[src/rtl/filo_cmd_driver.sv]
// Command front-end for a 16-deep stack: one stack operation per push/pop/clear/status command.
// Latency: accept at edge N -> rsp_valid at N+2+SETTLE (stack op) or N+1 (rejected/status).
// Backpressure: cmd_ready only in IDLE; response held while rsp_ready is low, one command in flight.
module filo_cmd_driver #(
  parameter int DATA_W = 32,
  parameter int DEPTH  = 16,
  parameter int LAST_W = 6,
  parameter int SETTLE = 2
) (
  input  logic              clk,
  input  logic              reset,
  input  logic              cmd_valid,
  output logic              cmd_ready,
  input  logic [1:0]        cmd_op,
  input  logic [DATA_W-1:0] cmd_data,
  output logic              rsp_valid,
  input  logic              rsp_ready,
  output logic [DATA_W-1:0] rsp_data,
  output logic              rsp_err,
  output logic [LAST_W-1:0] rsp_last,
  output logic              stk_req,
  output logic              stk_read_write,
  output logic [DATA_W-1:0] stk_data_in,
  output logic              stk_reset,
  input  logic [DATA_W-1:0] stk_data_out,
  input  logic              stk_empty,
  input  logic              stk_full,
  input  logic [LAST_W-1:0] stk_last,
  output logic              sync_err
);

  localparam logic [1:0] OP_PUSH   = 2'b00;
  localparam logic [1:0] OP_POP    = 2'b01;
  localparam logic [1:0] OP_CLEAR  = 2'b10;

  localparam int              SC_W    = (SETTLE > 1) ? $clog2(SETTLE) : 1;
  localparam logic [SC_W-1:0] SC_LAST = SC_W'(SETTLE - 1);
  localparam logic [LAST_W-1:0] CNT_MAX = LAST_W'(DEPTH);

  typedef enum logic [2:0] {ST_INIT, ST_IDLE, ST_ISSUE, ST_SETTLE, ST_RESP} state_t;

  state_t              state_q;
  logic [1:0]          op_q;
  logic [LAST_W-1:0]   cnt_q, cnt_d;
  logic [SC_W-1:0]     settle_q;
  logic                cmd_ready_q, rsp_valid_q, rsp_err_q;
  logic [DATA_W-1:0]   rsp_data_q, stk_data_in_q;
  logic [LAST_W-1:0]   rsp_last_q;
  logic                stk_req_q, stk_read_write_q, stk_reset_q, sync_err_q;

  // Shadow occupancy after the latched op; saturates at 0 and DEPTH.
  always_comb begin
    cnt_d = cnt_q;
    case (op_q)
      OP_PUSH:  if (cnt_q != CNT_MAX) cnt_d = cnt_q + 1'b1;
      OP_POP:   if (cnt_q != '0)      cnt_d = cnt_q - 1'b1;
      OP_CLEAR: cnt_d = '0;
      default:  cnt_d = cnt_q;
    endcase
  end

  // Command sequencer; every output is a register updated here.
  always_ff @(posedge clk or negedge reset) begin
    if (!reset) begin
      state_q          <= ST_INIT;
      op_q             <= 2'b00;
      cnt_q            <= '0;
      settle_q         <= '0;
      cmd_ready_q      <= 1'b0;
      rsp_valid_q      <= 1'b0;
      rsp_data_q       <= '0;
      rsp_err_q        <= 1'b0;
      rsp_last_q       <= '0;
      stk_req_q        <= 1'b0;
      stk_read_write_q <= 1'b0;
      stk_data_in_q    <= '0;
      stk_reset_q      <= 1'b1;
      sync_err_q       <= 1'b0;
    end else begin
      case (state_q)
        ST_INIT: begin
          stk_reset_q <= 1'b0;
          cmd_ready_q <= 1'b1;
          state_q     <= ST_IDLE;
        end
        ST_IDLE: begin
          if (cmd_valid) begin
            cmd_ready_q <= 1'b0;
            op_q        <= cmd_op;
            rsp_data_q  <= '0;
            rsp_err_q   <= 1'b0;
            rsp_last_q  <= cnt_q;
            case (cmd_op)
              OP_PUSH: begin
                if (cnt_q == CNT_MAX || stk_full) begin
                  rsp_err_q <= 1'b1;
                  state_q   <= ST_RESP;
                end else begin
                  stk_req_q        <= 1'b1;
                  stk_read_write_q <= 1'b0;
                  stk_data_in_q    <= cmd_data;
                  state_q          <= ST_ISSUE;
                end
              end
              OP_POP: begin
                if (cnt_q == '0 || stk_empty) begin
                  rsp_err_q <= 1'b1;
                  state_q   <= ST_RESP;
                end else begin
                  stk_req_q        <= 1'b1;
                  stk_read_write_q <= 1'b1;
                  stk_data_in_q    <= '0;
                  state_q          <= ST_ISSUE;
                end
              end
              OP_CLEAR: begin
                // Clear resets the stack instead of issuing a request.
                stk_reset_q <= 1'b1;
                cnt_q       <= '0;
                state_q     <= ST_ISSUE;
              end
              default: state_q <= ST_RESP;
            endcase
          end
        end
        ST_ISSUE: begin
          stk_req_q   <= 1'b0;
          stk_reset_q <= 1'b0;
          cnt_q       <= cnt_d;
          settle_q    <= '0;
          state_q     <= ST_SETTLE;
        end
        ST_SETTLE: begin
          if (settle_q == SC_LAST) begin
            if (op_q == OP_POP)       rsp_data_q <= stk_data_out;
            else if (op_q == OP_PUSH) rsp_data_q <= stk_data_in_q;
            rsp_last_q <= cnt_q;
            if (stk_last != cnt_q) begin
              rsp_err_q  <= 1'b1;
              sync_err_q <= 1'b1;
            end
            state_q <= ST_RESP;
          end else begin
            settle_q <= settle_q + 1'b1;
          end
        end
        ST_RESP: begin
          // Response fields are already settled; valid rises one cycle after entry.
          if (!rsp_valid_q) begin
            rsp_valid_q <= 1'b1;
          end else if (rsp_ready) begin
            rsp_valid_q <= 1'b0;
            cmd_ready_q <= 1'b1;
            state_q     <= ST_IDLE;
          end
        end
        default: state_q <= ST_INIT;
      endcase
    end
  end

  assign cmd_ready      = cmd_ready_q;
  assign rsp_valid      = rsp_valid_q;
  assign rsp_data       = rsp_data_q;
  assign rsp_err        = rsp_err_q;
  assign rsp_last       = rsp_last_q;
  assign stk_req        = stk_req_q;
  assign stk_read_write = stk_read_write_q;
  assign stk_data_in    = stk_data_in_q;
  assign stk_reset      = stk_reset_q;
  assign sync_err       = sync_err_q;

endmodule

[config.mk]
export PLATFORM = sky130hd
export DESIGN_NAME = filo_cmd_driver
export DESIGN_NICKNAME = d
export VERILOG_FILES = /design/src/rtl/filo_cmd_driver.sv
export SDC_FILE = /design/constraint.sdc
export NUM_CORES = 1
export LEC_CHECK = 0
export CAP_MARGIN = 0
export CORE_MARGIN = 10
export CORE_UTILIZATION = 54
export DETAILED_ROUTE_END_ITERATION = 7
export DONT_BUFFER_PORTS = 1
export PLACE_DENSITY = 0.69
export SLEW_MARGIN = 0
export SYNTH_ARGS = -nofsm -noshare
export SYNTH_HDL_FRONTEND = slang
export SYNTH_SLANG_ARGS = --single-unit
[constraint.sdc]
create_clock -name clk -period 2.8 [get_ports clk]
set_input_delay 0.42 -clock clk [delete_from_list [all_inputs] [get_ports clk]]
set_output_delay 0.42 -clock clk [all_outputs]
set_load 0.005 [all_outputs]
==> results of run 1 <==
==> timing repair <==
item | 4_1_cts | 5_1_grt
hold buffers | 2 | 0
hold endpoints to repair | 89 | 0
endpoints found under the setup margin | 0 | 0
==> path summary, 6_finish.rpt <==
kind                       slack [ns]  cells past startpoint                     endpoint                   from
min reg2reg                      0.50                      2        stk_reset$_DFFE_PN1P_  stk_reset$_DFFE_PN1P_
min                              0.19                      1   stk_data_in[9]$_DFFE_PN0P_            cmd_data[9]
min in group asynchronous        0.63                      2  stk_data_in[26]$_DFFE_PN0P_                  reset
max                              0.34                      8         cnt_q[5]$_DFFE_PN0P_    op_q[1]$_DFFE_PN0P_
max reg2reg                      0.34                      8         cnt_q[5]$_DFFE_PN0P_    op_q[1]$_DFFE_PN0P_
max in group asynchronous        1.77                      2        stk_reset$_DFFE_PN1P_                  reset
==> worst max-delay path, stage by stage (launching register included) <==
cell       delay, ns
dfrtp_1         0.39
inv_1           0.11
ha_2            0.35
buf_4           0.40
and3b_1         0.22
a2111oi_0       0.37
o311ai_0        0.24
mux2i_1         0.18
nand2_1         0.07
==> sequential cells by signal, summed over array words and instances (netlist names) <==
name and flops:
rsp_data 32, stk_data_in 32, cnt_q 6, rsp_last 6, state_q 3, op_q 2, cmd_ready 1, rsp_err 1
rsp_valid 1, settle_q 1, stk_read_write 1, stk_req 1, stk_reset 1, sync_err 1
==> kinds of logic (layout without fill, tap and decap cells) <==
| logic type | count (synthesis) | after routing |
|---|---|---|
| AO/OA/AOI/OAI | 103 | 103 |
| flip-flops | 89 | 89 |
| AND/OR/NAND/NOR | 76 | 76 |
| multiplexers | 41 | 41 |
| buffers and inverters | 41 | 35 |
| XOR/XNOR | 10 | 10 |
| adder cells (fa/ha/maj) | 7 | 7 |
==> power breakdown <==
| group | internal [uW] | switching (uW) |
|---|---|---|
| sequential | 1710 | 510 |
| combinational | 779 | 953 |
| clock | 444 | 466 |
| total | 2930 | 1930 |
==> area by class of cell <==
cell class / instances / area [um2] / share of cell area (%)
Multi-Input combinational cell: 237 / 1820 / 40.4
Inverter: 10 / 37.5 / 0.832
Clock buffer: 11 / 141 / 3.14
Tap cell: 102 / 128 / 2.83
Timing Repair Buffer: 9 / 90.1 / 2.00
Sequential cell: 89 / 2230 / 49.4
Clock inverter: 5 / 63.8 / 1.42
==> layer usage <==
| layer | track usage [%] | wire length (um) | part of all wire, % | vias up |
|---|---|---|---|---|
| met5 | 0 | 0 | 0 | - |
| met4 | 5.76 | 143 | 1.3 | 0 |
| met3 | 5.50 | 977 | 9.2 | 16 |
| met2 | 27.5 | 5160 | 49 | 106 |
| met1 | 21.7 | 4330 | 41 | 1408 |
| li1 | - | - | - | 1320 |
==> synthesized netlist by cell type, types with 3 or more instances <==
cell type / instances / area, um2
dfrtp_1: 88 / 2200
nand2_1: 42 / 158
mux2i_1: 34 / 340
a22o_1: 33 / 289
o31ai_1: 33 / 248
a21oi_1: 10 / 50.1
buf_2: 10 / 50.1
inv_1: 10 / 37.5
nor2_1: 8 / 30.0
ha_1: 7 / 87.6
mux2_2: 7 / 78.8
o21ai_0: 7 / 35.0
clkbuf_1: 6 / 22.5
xnor2_1: 5 / 43.8
xor2_1: 5 / 43.8
a22o_2: 4 / 40.0
buf_6: 4 / 45.0
buf_12: 3 / 60.1
clkbuf_8: 3 / 41.3
nand2b_1: 3 / 18.8
nor3b_1: 3 / 22.5
==> stage by stage <==
| stage | cell area, um2 | power (uW) |
|---|---|---|
| detailed placement | 4270 | 3970 |
| CTS | 4510 | 4920 |
| global placement | 4270 | 3910 |
| global route | 4510 | 5230 |
| floorplan | 4330 | 3600 |
| finish | 4510 | 4860 |
==> results_dict.tcl, run 1 <==
set metrics [dict create \
    cts.htree.levels 3 \
    seq_area_frac_synth_pct 51.5 \
    finalMaxSlewViolations 0 \
    worstSetupEndpointType "register" \
    max_slew_margin_pct 60.2 \
    ios 155 \
    crit_required_ns 3.03 \
    n_antenna_cell 0 \
    hold_path_class "in2reg" \
    synth_nets 452 \
    hold_ws_ns 0.190 \
    finalWirelength_mm 10.6 \
    routed_via_density 6.16 \
    rsz0062_at_grt "no" \
    drc_errors 0 \
    tightest_slew_ns 0.598 \
    synth_top_family_by_area "compound AO/OA/AOI/OAI gates" \
    cts_made_buffers 9 \
    dieWidth_um 110 \
    dp.final_hpwl_mm 7.66 \
    synth_fa_ha_area_share_pct 2.02 \
    synth_ff_type "dfrtp_1" \
    post_cts_buffers 0 \
    synthArstFlopShare_pct 100 \
    die_height_um 110 \
    area_growth_pct 4.19 \
    yosysWarnings 0 \
    max-clock-path-buffers 2 \
    ir_drop_v 0.000470 \
    n_fill_cell 649 \
    cts_resized 0 \
    fin_util_pct 58.1 \
    timing.fmax_ghz 0.407 \
    grt_overflow_total 0 \
    synth_cell_types 58 \
    cp.arrival_ns 2.68 \
    hold_viol 0 \
    core_area_um2 7770 \
    cts_sinks 89 \
    synth_compound_area_share_pct 19.2 \
    setup_violations 0 \
    synth_mux_area_share_pct 9.68 \
    avgSynthCellArea_um2 11.8 \
    drt_iter0_markers 125 \
    period_minus_slack_ns 2.46 \
    grt_util_all_layers_pct 17.2 \
    clock_skew_ns 0.0167 \
    layout-drive-gt1-share_pct 12.7 \
    clkTransAtPathRegs_ns 0.10 \
    path_max_fanout 22 \
    synthCells 367 \
    dr_total_vias 2850 \
    synth-simple-area-share_pct 8.85 \
    dieArea_um2 12000 \
    clock_latency_ns 0.35 \
    port-buffer-count 0 \
    ant_nets 0 \
    grt_max_degree 90 \
    layout_commonest_cell "dfrtp_1" \
    synth-xor-area-share_pct 2.02 \
    setup_ws_ns 0.345 \
    pre_cts_ws_ns 0.344 \
    netlist_area_um2 4330 \
    p_per_area_nw_per_um2 1080 \
    critPathLaunchType "register" \
    dr.pass1.iters 4 \
    post-route-period-util_pct 87.7 \
    fin_cells 463 \
    p_leak_uw 0.00199 \
    wl_per_cell_um 22.9 \
    setup_tns_ns 0 \
    gp_congestion 0.791 \
    antenna_found_initial 0 \
    status "completed" \
    final_nets 441 \
    final_cell_mix "88 x dfrtp_1, 42 x nand2_1, 34 x mux2i_1" \
    initial_utilization_pct 55.7 \
    tritoncts "built" \
    root_buffer "clkbuf_8" \
    synth_seq_cells 89 \
    synth_edf_count 0 \
    dp.cells 445 \
    grt_pass1_wl_mm 16.2 \
    maxCapViolCount 0 \
    grt_pass1_vias 2811 \
    criticalPathCategory "reg2reg" \
    rows 32 \
]
Note: power is estimated with default switching activity, not from simulation.
==> inputs of run 2 (changes only) <==
--- a/config.mk
+++ b/config.mk
@@ -8,8 +8,9 @@
 export CAP_MARGIN = 0
 export CORE_MARGIN = 10
-export CORE_UTILIZATION = 54
+export CORE_UTILIZATION = 60
 export DETAILED_ROUTE_END_ITERATION = 7
 export DONT_BUFFER_PORTS = 1
-export PLACE_DENSITY = 0.69
+export PLACE_DENSITY = 0.76
+export SETUP_SLACK_MARGIN = 0.15
 export SLEW_MARGIN = 0
 export SYNTH_ARGS = -nofsm -noshare
==> constraint.sdc (replaced) <==
create_clock -name clk -period 2.8 [get_ports clk]
set_input_delay 0.56 -clock clk [delete_from_list [all_inputs] [get_ports clk]]
set_output_delay 0.56 -clock clk [all_outputs]
set_load 0.005 [all_outputs]
==> run 2 against run 1 <==
  * Sequential power about the same
  * Total power up 1.3%
  * Non-clock buffer count up 1
  * Sequential share of layout area down 0.19 points
  * Design area up 0.39%
  * Clock power up 2.2%
  * Critical path type unchanged
  * Critical endpoint unchanged
==> results_dict.tcl, run 2 (synthesized netlist as in run 1, its figures left out) <==
set metrics [dict create \
    layout_commonest_cell "dfrtp_1" \
    post-route-period-util_pct 87.3 \
    critPathLaunchType "register" \
    port-buffer-count 0 \
    hold_ws_ns 0.0424 \
    setup_tns_ns 0 \
    period_minus_slack_ns 2.45 \
    hold_path_class "in2async" \
    max-clock-path-buffers 2 \
    crit_buf_inv 1 \
    criticalPathCategory "reg2reg" \
    ant_nets 0 \
    rsz0062_at_grt "no" \
    place_area_um2 4290 \
    critPathTopFamily "adder cells" \
    pre_cts_ws_ns 0.442 \
    status "completed" \
    path_max_fanout 17 \
    grt_max_degree 89 \
    clkTransAtPathRegs_ns 0.09 \
    final_cell_mix "88 x dfrtp_1, 42 x nand2_1, 34 x mux2i_1" \
    cts.htree.levels 3 \
    cts_sinks 89 \
    p_leak_uw 0.00201 \
    wl_per_cell_um 23.9 \
    tritoncts "built" \
    setup_ws_ns 0.354 \
    clock_latency_ns 0.36 \
    p_per_area_nw_per_um2 1090 \
    cts_resized 0 \
    gp_congestion 0.813 \
    final_area_um2 4530 \
    cp_slowest_stage_delay_ns 0.41 \
    final_nets 442 \
    n_antenna_cell 0 \
    worstSetupEndpointType "register" \
    core_area_um2 6910 \
    ios 155 \
    fin_util_pct 65.5 \
    cp_cell_sequence "inv_1 -> ha_2 -> ha_1 -> and3b_1 -> a2111oi_0 -> o311ai_0 -> mux2i_1 -> nand2_1" \
    antenna_found_initial 0 \
    layout-drive-gt1-share_pct 13.5 \
    max_slew_margin_pct 58.6 \
    grt_pass1_vias 2967 \
    drt_iter0_markers 141 \
    hold_viol 0 \
    cts_made_buffers 9 \
    dr_total_vias 2952 \
    cp_slowest_cell "a2111oi_0" \
    ir_drop_v 0.000503 \
    rows 30 \
    root_buffer "clkbuf_8" \
    cp.arrival_ns 2.69 \
    tightest_slew_ns 0.621 \
    dieWidth_um 105 \
    dr.pass1.iters 4 \
    setup_violations 0 \
    finalMaxSlewViolations 0 \
    grt_overflow_total 0 \
    dp.final_hpwl_mm 7.99 \
    dieArea_um2 11000 \
    area_growth_pct 4.60 \
    die_height_um 105 \
    grt_pass1_wl_mm 16.7 \
    initial_utilization_pct 62.7 \
    maxCapViolCount 0 \
    grt_util_all_layers_pct 19.0 \
    finalWirelength_mm 10.9 \
    clock_skew_ns 0.0144 \
    routed_via_density 6.45 \
    timing.fmax_ghz 0.409 \
    drc_errors 0 \
    crit_required_ns 3.05 \
]
==> run 2: cell types whose count changed in the layout (fill, tap and decap cells not counted) <==
| cell | before | now |
|---|---|---|
| clkinvlp_4 | 3 | 1 |
| clkbuf_1 | 1 | 0 |
| dlygate4sd3_1 | 1 | 0 |
| clkinv_4 | 0 | 2 |
| inv_6 | 0 | 1 |
| buf_4 | 7 | 8 |
| buf_12 | 0 | 1 |
==> run 2: what timing repair did <==
action | 4_1_cts | 5_1_grt
endpoints found under the hold margin | 88 | 0
hold buffers | 1 | 0
buffers inserted | 0 | 0
==> run 2: layer usage <==
| layer | track usage, % | vias to the layer above | routed length, um |
|---|---|---|---|
| met5 | 0 | - | 0 |
| met4 | 4.90 | 0 | 86 |
| met3 | 7.56 | 6 | 1030 |
| met2 | 31.6 | 123 | 5580 |
| met1 | 22.3 | 1500 | 4250 |
| li1 | - | 1323 | - |
==> run 2: worst register-to-register path, stage by stage (launching register included) <==
cell and delay, ns:
dfrtp_1 0.39, inv_1 0.12, ha_2 0.38, ha_1 0.34
and3b_1 0.19, a2111oi_0 0.41, o311ai_0 0.25, mux2i_1 0.19
nand2_1 0.07
==> run 2: path summary, 6_finish.rpt <==
path	from	to	slack, ns	cells past startpoint
min reg2reg	stk_reset$_DFFE_PN1P_	stk_reset$_DFFE_PN1P_	0.50	2
max	op_q[1]$_DFFE_PN0P_	cnt_q[5]$_DFFE_PN0P_	0.35	8
max reg2reg	op_q[1]$_DFFE_PN0P_	cnt_q[5]$_DFFE_PN0P_	0.35	8
min in group clk	cmd_data[20]	stk_data_in[20]$_DFFE_PN0P_	0.33	1
max in group asynchronous	reset	cmd_ready$_DFFE_PN0P_	2.35	1
min	reset	stk_reset$_DFFE_PN1P_	0.04	0
==> run 2: final cells by class <==
class | count | area (um2)
Clock inverter | 6 | 75.1
Inverter | 10 | 37.5
Sequential cell | 89 | 2230
Clock buffer | 10 | 138
Timing Repair Buffer | 10 | 108
Fill cell | 563 | 2380
Multi-Input combinational cell | 237 | 1820
Tap cell | 96 | 120
==> run 2: stage by stage <==
| step | cells | total power, uW |
|---|---|---|
| floorplan | 367 | 3600 |
| global placement | 441 | 3920 |
| detailed placement | 441 | 4010 |
| CTS | 458 | 4970 |
| global route | 458 | 5250 |
| finish | 458 | 4930 |
==> run 2: report_power, final <==
group	internal [uW]	switching, uW	leakage, uW
Combinational	797	985	0.000723
Clock	450	480	0.000105
Sequential	1710	503	0.00118
Total	2960	1970	0.00201
==> inputs of run 3 (changes only) <==
Settings changed: CORE_UTILIZATION 60 to 25, PLACE_DENSITY 0.76 to unset, SLEW_MARGIN 0 to 10.
==> run 3 against run 2 <==
  * Core utilization decreased by 38 points
  * Largest cell class unchanged
  * Register-to-register slack improved by 0.09 ns
  * Clock power increased by 30%
  * Highest routed layer unchanged
==> results_dict.tcl, run 3 (synthesized netlist as in run 1, its figures left out) <==
set metrics [dict create \
    initial_utilization_pct 25.3 \
    antenna_found_initial 0 \
    dieArea_um2 23000 \
    n_fill_cell 1767 \
    clkTransAtPathRegs_ns 0.06 \
    r2r-start "op_q[1]$_DFFE_PN0P_" \
    setup_tns_ns 0 \
    final_area_um2 4750 \
    area_growth_pct 9.83 \
    critPathLaunch "op_q[1]$_DFFE_PN0P_" \
    criticalPathCategory "reg2reg" \
    hold_viol 0 \
    tritoncts "built" \
    rr_worst_depth 8 \
    dp.final_hpwl_mm 9.24 \
    rsz0062_at_grt "no" \
    crit_end "cnt_q[5]$_DFFE_PN0P_" \
    drc_errors 0 \
    period_minus_slack_ns 2.36 \
    core_area_um2 17100 \
    place_area_um2 4430 \
    ios 155 \
    max-clock-path-buffers 2 \
    cts_resized 0 \
    p_leak_uw 0.00203 \
    r2r_end "cnt_q[5]$_DFFE_PN0P_" \
    grt_max_degree 89 \
    cts_made_buffers 9 \
    finalMaxSlewViolations 0 \
    grt_pass1_vias 3028 \
    finalWirelength_mm 12.7 \
    ir_drop_v 0.000357 \
    timing.fmax_ghz 0.424 \
    final_cell_mix "88 x dfrtp_1, 42 x nand2_1, 34 x mux2i_1" \
    p_per_area_nw_per_um2 1100 \
    status "completed" \
    maxCapViolCount 0 \
    gp_congestion 0.761 \
    root_buffer "clkbuf_16" \
    path_max_fanout 16 \
    dieWidth_um 152 \
    n_antenna_cell 0 \
    max_slew_margin_pct 57.5 \
    routed_via_density 4.94 \
    ant_nets 0 \
    port-buffer-count 0 \
    tightest_slew_ns 0.637 \
    drt_iter0_markers 188 \
    clock_latency_ns 0.34 \
    grt_util_all_layers_pct 10.9 \
    layout-drive-gt1-share_pct 12.2 \
    crit_required_ns 3.03 \
    dr_total_vias 2891 \
    critPathLaunchType "register" \
    final_nets 440 \
    r2r_setup_slack_ns 0.44 \
    grt_overflow_total 0 \
    wl_per_cell_um 21.7 \
    clock_skew_ns 0.00995 \
    worstSetupEndpointType "register" \
    cts_sinks 89 \
    rows 48 \
    hold_path_class "in2async" \
    setup_violations 0 \
    post-route-period-util_pct 84.2 \
    die_height_um 152 \
    dr.pass1.iters 4 \
    cts.htree.levels 3 \
    layout_commonest_cell "dfrtp_1" \
    grt_pass1_wl_mm 18.8 \
    cp.arrival_ns 2.59 \
]
-- run 3: metrics by stage --
step	power (uW)	setup WS, ns	utilization, %	instances	hold WS [ns]
finish	5220	0.442	27.8	585	0.0615
global route	5620	0.280	27.8	585	0.0303
CTS	5330	0.424	27.8	585	0.0378
detailed placement	4060	0.434	25.9	568	0.267
global placement	3960	0.598	25.9	568	0.268
floorplan	3600	0.354	-	367	0.264
-- run 3: per-layer routing --
layer	global-route usage [%]	routed length, um	vias to the layer above
met5	0	0	-
met4	5.82	298	0
met3	3.80	979	17
met2	18.6	6470	83
met1	11.8	4930	1467
li1	-	-	1324
-- run 3: layout make-up --
| type | count | area (um2) | share of cell area, % |
|---|---|---|---|
| Timing Repair Buffer | 8 | 92.6 | 1.95 |
| Sequential cell | 89 | 2230 | 46.9 |
| Clock inverter | 3 | 42.5 | 0.895 |
| Tap cell | 225 | 282 | 5.92 |
| Clock buffer | 13 | 250 | 5.26 |
| Inverter | 10 | 37.5 | 0.790 |
| Multi-Input combinational cell | 237 | 1820 | 38.3 |
-- run 3: what timing repair did --
| item | 4_1_cts | 5_1_grt |
|---|---|---|
| hold endpoints to repair | 88 | 0 |
| buffers inserted | 0 | 0 |
| hold buffers | 1 | 0 |
-- run 3: worst min-delay path by stage --
stage	to	slack (ns)	from
6_report	stk_reset$_DFFE_PN1P_	0.06	reset
5_1_grt	stk_reset$_DFFE_PN1P_	0.03	reset
4_1_cts	stk_reset$_DFFE_PN1P_	0.04	reset
3_5_place_dp	stk_data_in[30]$_DFFE_PN0P_	0.27	reset
3_3_place_gp	stk_read_write$_DFFE_PN0P_	0.27	reset
2_1_floorplan	cmd_ready$_DFFE_PN0P_	0.26	reset
-- run 3: worst max-delay path: stages, from the launching register on --
cell	delay, ns
dfrtp_1	0.39
inv_1	0.12
ha_2	0.36
ha_1	0.33
and3b_1	0.19
a2111oi_0	0.34
o311ai_0	0.24
mux2i_1	0.20
nand2_1	0.07
-- run 3: where the power goes --
| part | internal [uW] | switching (uW) |
|---|---|---|
| Sequential | 1710 | 536 |
| Clock | 716 | 494 |
| Combinational | 779 | 983 |
